File: src/rtl/uart_pkg.sv
// Shared definitions for the UART receiver: FSM state encoding, legal prescale
// constants and small helper functions used by the core and its sampler.
package uart_pkg;

   typedef enum logic [2:0] {
      IDLE,
      START,
      DATA,
      PARITY,
      STOP,
      CHECK
   } rx_state_e;

   localparam logic [5:0] PRESCALE_8  = 6'd8;
   localparam logic [5:0] PRESCALE_16 = 6'd16;
   localparam logic [5:0] PRESCALE_32 = 6'd32;

   // Anything other than 16 or 32 falls back to 8 clocks per bit.
   function automatic logic [5:0] legal_prescale(input logic [5:0] p);
      if (p == PRESCALE_16 || p == PRESCALE_32) begin
         return p;
      end
      return PRESCALE_8;
   endfunction

   function automatic logic maj3(input logic [2:0] s);
      return (s[0] & s[1]) | (s[0] & s[2]) | (s[1] & s[2]);
   endfunction

endpackage

File: src/rtl/uart_rx_sampler.sv
// Per-bit edge counter plus three-point majority vote around the bit centre.
// bit_end_o marks the last clock of a bit period; bit_o is the voted value then.
module uart_rx_sampler
   import uart_pkg::*;
(
   input  logic       clk,
   input  logic       rest,
   input  logic       en_i,
   input  logic       rx_i,
   input  logic [5:0] presc_i,
   output logic       bit_end_o,
   output logic       bit_o
);

   logic [5:0] cnt_q, cnt_d;
   logic [2:0] smp_q, smp_d;
   logic [5:0] half;

   assign half      = presc_i >> 1;
   assign bit_end_o = en_i && (cnt_q == presc_i - 6'd1);
   assign bit_o     = maj3(smp_q);

   always_comb begin
      cnt_d = cnt_q;
      smp_d = smp_q;
      if (!en_i) begin
         cnt_d = '0;
      end else begin
         if (cnt_q == presc_i - 6'd1) begin
            cnt_d = '0;
         end else begin
            cnt_d = cnt_q + 6'd1;
         end
         if (cnt_q == half - 6'd1) smp_d[0] = rx_i;
         if (cnt_q == half)        smp_d[1] = rx_i;
         if (cnt_q == half + 6'd1) smp_d[2] = rx_i;
      end
   end

   always_ff @(posedge clk or negedge rest) begin
      if (!rest) begin
         cnt_q <= '0;
         smp_q <= '0;
      end else begin
         cnt_q <= cnt_d;
         smp_q <= smp_d;
      end
   end

endmodule

File: src/rtl/uart_rx_core.sv
// Oversampling UART receiver with optional parity and stop-bit checking.
// Optional feature macro: UART_RX_START_GLITCH_EN (reject start bits that vote high).
module uart_rx_core
   import uart_pkg::*;
#(
   parameter int DATA_WIDTH = 8
) (
   input  logic                  clk,
   input  logic                  rest,
   input  logic                  rx_in,
   input  logic [5:0]            prescale,
   input  logic                  par_en,
   input  logic                  par_typ,
   output logic [DATA_WIDTH-1:0] p_data,
   output logic                  data_valid,
   output logic                  par_err,
   output logic                  stp_err
);

   localparam int CW = (DATA_WIDTH > 1) ? $clog2(DATA_WIDTH) : 1;

   rx_state_e             state_q, state_d;
   logic [5:0]            presc_q, presc_d;
   logic                  par_en_q, par_en_d;
   logic                  par_typ_q, par_typ_d;
   logic [CW-1:0]         bit_cnt_q, bit_cnt_d;
   logic [DATA_WIDTH-1:0] shift_q, shift_d;
   logic                  par_bit_q, par_bit_d;
   logic [DATA_WIDTH-1:0] p_data_q, p_data_d;
   logic                  data_valid_q, data_valid_d;
   logic                  par_err_q, par_err_d;
   logic                  stp_err_q, stp_err_d;

   logic smp_en, bit_end, smp_bit, start_frame, calc_perr;

   assign smp_en      = state_q inside {START, DATA, PARITY, STOP};
   assign start_frame = !rx_in && (state_q == IDLE || state_q == CHECK);
   assign calc_perr   = par_en_q && ((^shift_q ^ par_typ_q) != par_bit_q);

   uart_rx_sampler u_sampler (
      .clk       (clk),
      .rest      (rest),
      .en_i      (smp_en),
      .rx_i      (rx_in),
      .presc_i   (presc_q),
      .bit_end_o (bit_end),
      .bit_o     (smp_bit)
   );

   always_comb begin
      state_d      = state_q;
      presc_d      = presc_q;
      par_en_d     = par_en_q;
      par_typ_d    = par_typ_q;
      bit_cnt_d    = bit_cnt_q;
      shift_d      = shift_q;
      par_bit_d    = par_bit_q;
      p_data_d     = p_data_q;
      data_valid_d = 1'b0;
      par_err_d    = par_err_q;
      stp_err_d    = stp_err_q;

      case (state_q)
         IDLE: ;
         START: begin
            if (bit_end) begin
`ifdef UART_RX_START_GLITCH_EN
               state_d = smp_bit ? IDLE : DATA;
`else
               state_d = DATA;
`endif
            end
         end
         DATA: begin
            if (bit_end) begin
               shift_d = {smp_bit, shift_q[DATA_WIDTH-1:1]};
               if (bit_cnt_q == CW'(DATA_WIDTH - 1)) begin
                  bit_cnt_d = '0;
                  state_d   = par_en_q ? PARITY : STOP;
               end else begin
                  bit_cnt_d = bit_cnt_q + 1'b1;
               end
            end
         end
         PARITY: begin
            if (bit_end) begin
               par_bit_d = smp_bit;
               state_d   = STOP;
            end
         end
         // Flags and data are loaded as CHECK is entered so they are visible during CHECK.
         STOP: begin
            if (bit_end) begin
               state_d   = CHECK;
               par_err_d = calc_perr;
               stp_err_d = !smp_bit;
               if (!calc_perr && smp_bit) begin
                  p_data_d     = shift_q;
                  data_valid_d = 1'b1;
               end
            end
         end
         CHECK: state_d = IDLE;
         default: state_d = IDLE;
      endcase

      if (start_frame) begin
         state_d   = START;
         presc_d   = legal_prescale(prescale);
         par_en_d  = par_en;
         par_typ_d = par_typ;
         bit_cnt_d = '0;
         par_err_d = 1'b0;
         stp_err_d = 1'b0;
      end
   end

   always_ff @(posedge clk or negedge rest) begin
      if (!rest) begin
         state_q      <= IDLE;
         presc_q      <= PRESCALE_8;
         par_en_q     <= 1'b0;
         par_typ_q    <= 1'b0;
         bit_cnt_q    <= '0;
         shift_q      <= '0;
         par_bit_q    <= 1'b0;
         p_data_q     <= '0;
         data_valid_q <= 1'b0;
         par_err_q    <= 1'b0;
         stp_err_q    <= 1'b0;
      end else begin
         state_q      <= state_d;
         presc_q      <= presc_d;
         par_en_q     <= par_en_d;
         par_typ_q    <= par_typ_d;
         bit_cnt_q    <= bit_cnt_d;
         shift_q      <= shift_d;
         par_bit_q    <= par_bit_d;
         p_data_q     <= p_data_d;
         data_valid_q <= data_valid_d;
         par_err_q    <= par_err_d;
         stp_err_q    <= stp_err_d;
      end
   end

   assign p_data     = p_data_q;
   assign data_valid = data_valid_q;
   assign par_err    = par_err_q;
   assign stp_err    = stp_err_q;

endmodule

File: config.mk
export PLATFORM = sky130hd
export DESIGN_NAME = uart_rx_core
export DESIGN_NICKNAME = d
export VERILOG_FILES = /design/src/rtl/uart_pkg.sv /design/src/rtl/uart_rx_sampler.sv /design/src/rtl/uart_rx_core.sv
export SDC_FILE = /design/constraint.sdc
export NUM_CORES = 1
export LEC_CHECK = 0
export BUFFER_PORTS_ARGS = -buffer_cell sky130_fd_sc_hd__buf_4
export CAP_MARGIN = 25
export CORE_ASPECT_RATIO = 0.75
export CORE_MARGIN = 1
export CORE_UTILIZATION = 30
export DETAILED_ROUTE_END_ITERATION = 7
export HOLD_SLACK_MARGIN = 0.08
export PLACE_DENSITY = 0.5
export SLEW_MARGIN = 25
export SYNTH_ARGS = -nofsm -noshare
export SYNTH_HDL_FRONTEND = slang
export SYNTH_SLANG_ARGS = --single-unit
File: constraint.sdc
create_clock -name clk -period 2.79 [get_ports clk]
set_clock_uncertainty 0.15 [all_clocks]
set_input_delay 0.1395 -clock clk [delete_from_list [all_inputs] [get_ports clk]]
set_output_delay 0.1395 -clock clk [all_outputs]
set_load 0.01 [all_outputs]
---- Word level (Yosys, flattened, before mapping) ----
Cells that the tools add are included.
operators by class
  reductions and logical operators ........ 24
  eq/ne operators ......................... 19
  multiplexer cells ....................... 27
  $lt $le $gt $ge ......................... 0
  shifts and indexed selects .............. 0
  add/sub/neg operators ................... 5
  bitwise logic cells ..................... 6
  $mul .................................... 0
  div/mod/pow operators ................... 0
operators with widths
  kind                 count
  $mux 3               11
  $mux 6               4
  $eq 6x6->1           3
  $pmux 3 s5           1
  $reduce_and 2->1     7
  $ne 3x3->1 const B   4
  $mux 1               11
  $eq 3x3->1 const B   3
  $reduce_xor 8->1     1
  $add 5x1->6 const B  1
  $add 6x1->6 const B  1
  $eq 3x2->1 const B   2
  $eq 6x5->1           1
  $eq 6x5->1 const B   1
  $eq 6x6->1 const B   1
  $reduce_and 6->1     1
  $reduce_bool 2->1    3
  $sub 5x1->6 const B  1
  $sub 6x1->6 const B  1
  $logic_and 1x1->1    4
  $reduce_bool 4->1    1
  $add 3x1->3 const B  1
  $and 1x1->1          3
  $eq 3x1->1 const B   1
  other kinds (9)      13
storage, ports and cells
  memories kept ........................... 0
  memory bits (writable) .................. 0
  bits in read-only memories .............. 0
  flip-flop bits (word level) ............. 43
  output and inout bits ................... 11
  word-level logic and storage cells ...... 96
  bits in latches ......................... 0

---- Longest topological paths before layout ----
  word-level depth ........................ 9
  gate-level depth with buffers ........... 10
  gate-level depth less buffers ........... 8

---- Cells and area by module ----
Synthesis repeated with hierarchy kept, for this count alone.
second synthesis, totals
  cell total of the unflattened synthesis .. 225
  area total of the unflattened synthesis .. 2434.8 um^2
modules (own cells, without submodules)
  module           cells each  seq. area each (um^2)  times used  area an instance (um^2)
  uart_rx_core     121         852.1                  1           1490.2
  uart_rx_sampler  104         225.2                  1           944.7

---- Least setup slack after synthesis ----
No wires, ideal clock.
  path kind ............................... reg-to-reg
  from .................................... register presc_q[1]
  to ...................................... register shift_q[1]
  cell stages (with the launch flop) ...... 11
  path slack .............................. 139 ps
  buffers on the path ..................... 2
  data required time ...................... 2515 ps
  arrival ................................. 2377 ps
  period minus slack after synthesis ...... 2651 ps
  path through ............................ dfrtp_1 clkbuf_1 inv_1 ha_1 nor2b_1 or3_1 a31oi_1 o21ai_1 nor3_1 buf_4 mux2_2
between the ends
  word-level cells in the longest chain between the ends .. 4
ends and longest elaborated chain
  item                        RTL line               text
  start, declared             uart_rx_core.sv:23     logic [5:0] presc_q, presc_d;
  start signal, assigned      uart_rx_core.sv:133    presc_q <= presc_d;
  $sub 6x1->6                 uart_rx_sampler.sv:20  assign bit_end_o = en_i && (cnt_q == presc_i - 6'd1);
  $eq 6x6->1                  uart_rx_sampler.sv:20
  $logic_and 1x1->1           uart_rx_sampler.sv:20
  $reduce_and 2->1 (no line)  n/a
  end signal, assigned        uart_rx_core.sv:137    shift_q <= shift_d;
  end, declared               uart_rx_core.sv:27     logic [DATA_WIDTH-1:0] shift_q, shift_d;
Every way passes these cells.
A chain may end at the register's enable or synchronous reset.

---- Final worst setup path ----
  from .................................... register presc_q[0]
  to ...................................... register shift_q[2]
The elaborated chain is that of the path after synthesis.

==> impl_metrics.toml <==
[routing]
drt-total-wl_um = 4970
drc = 0
avgRoutedWirePerCell_um = 14.0
vias = 1646
viasPerCell = 4.64
antenna_left = 0
first_pass_iters = 4
drt_iter0_markers = 92

[pwr]
ir_worst_vdd_v = 0.000283
p_per_area_nw_per_um2 = 704
p_leak_nw = 1.29

[clocking]
clock_path_buffers = 2
htree_levels = 2
cts_root_buffer = "clkbuf_8"
post_cts_buffers = 0
cts.sinks = 43
cts_tree = "done"
clock_latency_ps = 290
cts_buffers = 5
cts_hold_buffers = 8
cts_resized = 0
cts.reportedPaths.clkPinSlew_ps = 80

[sta]
relSlewSlack = 0.627
fin_hold_ws_ps = 241
tightest_slew_ps = 559
timing.final.crit_period_ps = 2590
fmax_ghz = 0.386
fin_crit_sh = 0.927
finalMaxSlewViolations = 0
setup_tns_ps = 0
final_hold_viol_count = 0
rsz0062_at_grt = "no"
setup_viol = 0

[setup_path]
worst_ep_required_time_ps = 2820
cp-start-kind = "flop"
crit_path_end_kind = "flop"
cp_max_fo = 11
critical_path_class = "reg2reg"
arrival_ps = 2620

[layout]
syn_to_final_growth_pct = 17.8
layout_commonest_cell = "dfrtp_1"
layout_common_cells = "dfrtp_1 (42), buf_4 (27), mux2_2 (23), xnor2_1 (18), nor2_1 (17)"
instances_no_fill = 355
n_fill_cell = 767
antenna_cells = 0
nets = 271
drive_above_1_share = 0.248

[floorplanning]
core_um2 = 7570
placementRows = 27
start_util = 0.319
dieHeight_um = 79.7
dieArea_um2 = 8410
die_x_um = 106
ios = 22

[min_path]
worstHoldPathType = "in2async"

[synthesis]
yosys.area.top_type = "dfrtp_1"
synth_cell_type_count = 45
synthFlopType = "dfrtp_1"
synth.avg_cell_area_um2 = 10.8
synth-seq-cells = 43
syn_nets = 241
yosys_warnings = 0
yosysTopAreaCellShare = 0.436
netlist_area_um2 = 2410
synthCells = 223
ys_seq_area_frac = 0.447
yosys-top-cells-area = "dfrtp_1 (44%), mux2_2 (11%), xnor2_1 (6.5%)"
synthArstFlopShare = 1.00
synth_edf_count = 0

[grt]
overflow = 0
grt_usage = 0.129
antenna_found_initial = 0
grt_pass1_wl_um = 8300
grt_max_degree = 44
grt_pass1_vias = 1624

[place]
dpl.cell_count = 339
place_congestion = 0.745
port_buffers = 21
hpwl_um = 3570

[outcome]
status = "complete, no violations"

[flow_run]
maxCapViolations = 0
-- synthesized netlist by cell type, types with 3 or more instances --
master    count
dfrtp_1      42
mux2_2       23
xnor2_1      18
nor2_1       17
nand2_1      13
xor2_1       10
ha_1          7
inv_1         7
o21ai_0       7
clkbuf_1      6
mux2i_1       6
nand3_1       6
nor2b_1       6
nor3_1        5
and2_1        4
nand2b_1      4
a211oi_1      3
buf_2         3
nand4_1       3
-- through the flow --
| stage | setup WS (ps) | cell area [um2] | total power [mW] | utilization |
|---|---|---|---|---|
| after floorplan | 139 | 2410 | 1.40 | - |
| after global placement | 286 | 2680 | 1.60 | 0.354 |
| after detailed placement | 227 | 2680 | 1.61 | 0.354 |
| after CTS | 211 | 2840 | 2.01 | 0.376 |
| after global routing | 8.40 | 2840 | 2.14 | 0.376 |
| final | 203 | 2840 | 2.00 | 0.376 |
-- cell families (layout without fill, tap and decap cells) --
family,count (synthesis),in the layout,synth area share
AOI/OAI and AO/OA,24,24,0.0685
xor gates and xnor gates,29,29,0.111
adders and majority gates,8,8,0.0405
buffers and inverters,19,50,0.0373
DFF,43,43,0.447
muxes,29,29,0.132
and+or+nand+nor,71,71,0.164
-- critical path, stage by stage (launching register included) --
cell     delay (ps)
dfrtp_1         420
inv_1            60
ha_1            250
nor2b_1         140
or3_1           340
a31oi_1         170
o21ai_1         150
nor3_1          210
buf_4           240
mux2_2          350
-- where the power goes --
group	internal, mW	leakage [nW]	switching, mW	total [mW]
clock network	0.175	0.0412	0.218	0.393
registers	0.739	0.574	0.177	0.916
logic	0.343	0.671	0.348	0.692
total	1.26	1.29	0.743	2.00
-- path summary, 6_finish.rpt --
check,startpoint,end,cells after the start,slack [ps]
max,presc_q[0],shift_q[2],9,200
min,rest,shift_q[1],2,240
max reg2reg,presc_q[0],shift_q[2],9,200
min reg2reg,u_sampler.smp_q[1],u_sampler.smp_q[1],1,360
max in group asynchronous,rest,u_sampler.smp_q[2],2,1860
min in group clk,u_sampler.smp_q[1],u_sampler.smp_q[1],1,360
-- routing by layer --
layer,share of wire,GRT usage,vias to the layer above
met5,0,0,-
met4,0.0081,0.0375,0
met3,0.025,0.0269,4
met2,0.38,0.178,20
met1,0.59,0.198,794
li1,-,-,828
-- flip-flops by register name, indices dropped and copies added, names as in the netlist --
| register | count |
|---|---|
| par_err | 1 |
| u_sampler.cnt_q | 6 |
| stp_err | 1 |
| data_valid | 1 |
| p_data | 8 |
| par_en_q | 1 |
| state_q | 3 |
| shift_q | 8 |
| presc_q | 6 |
| par_typ_q | 1 |
| par_bit_q | 1 |
| u_sampler.smp_q | 3 |
| bit_cnt_q | 3 |
-- layout make-up --
cell class	instances	area (um2)	area share
clock buffers	6	72.6	0.0255
clock inverters	2	12.5	0.00440
inverters	7	26.3	0.00924
multi-input cells	161	1240	0.438
flip-flops and latches	43	1080	0.379
well taps	101	126	0.0445
repair buffers	35	283	0.0995
Note: power is estimated with default switching activity, not from simulation.
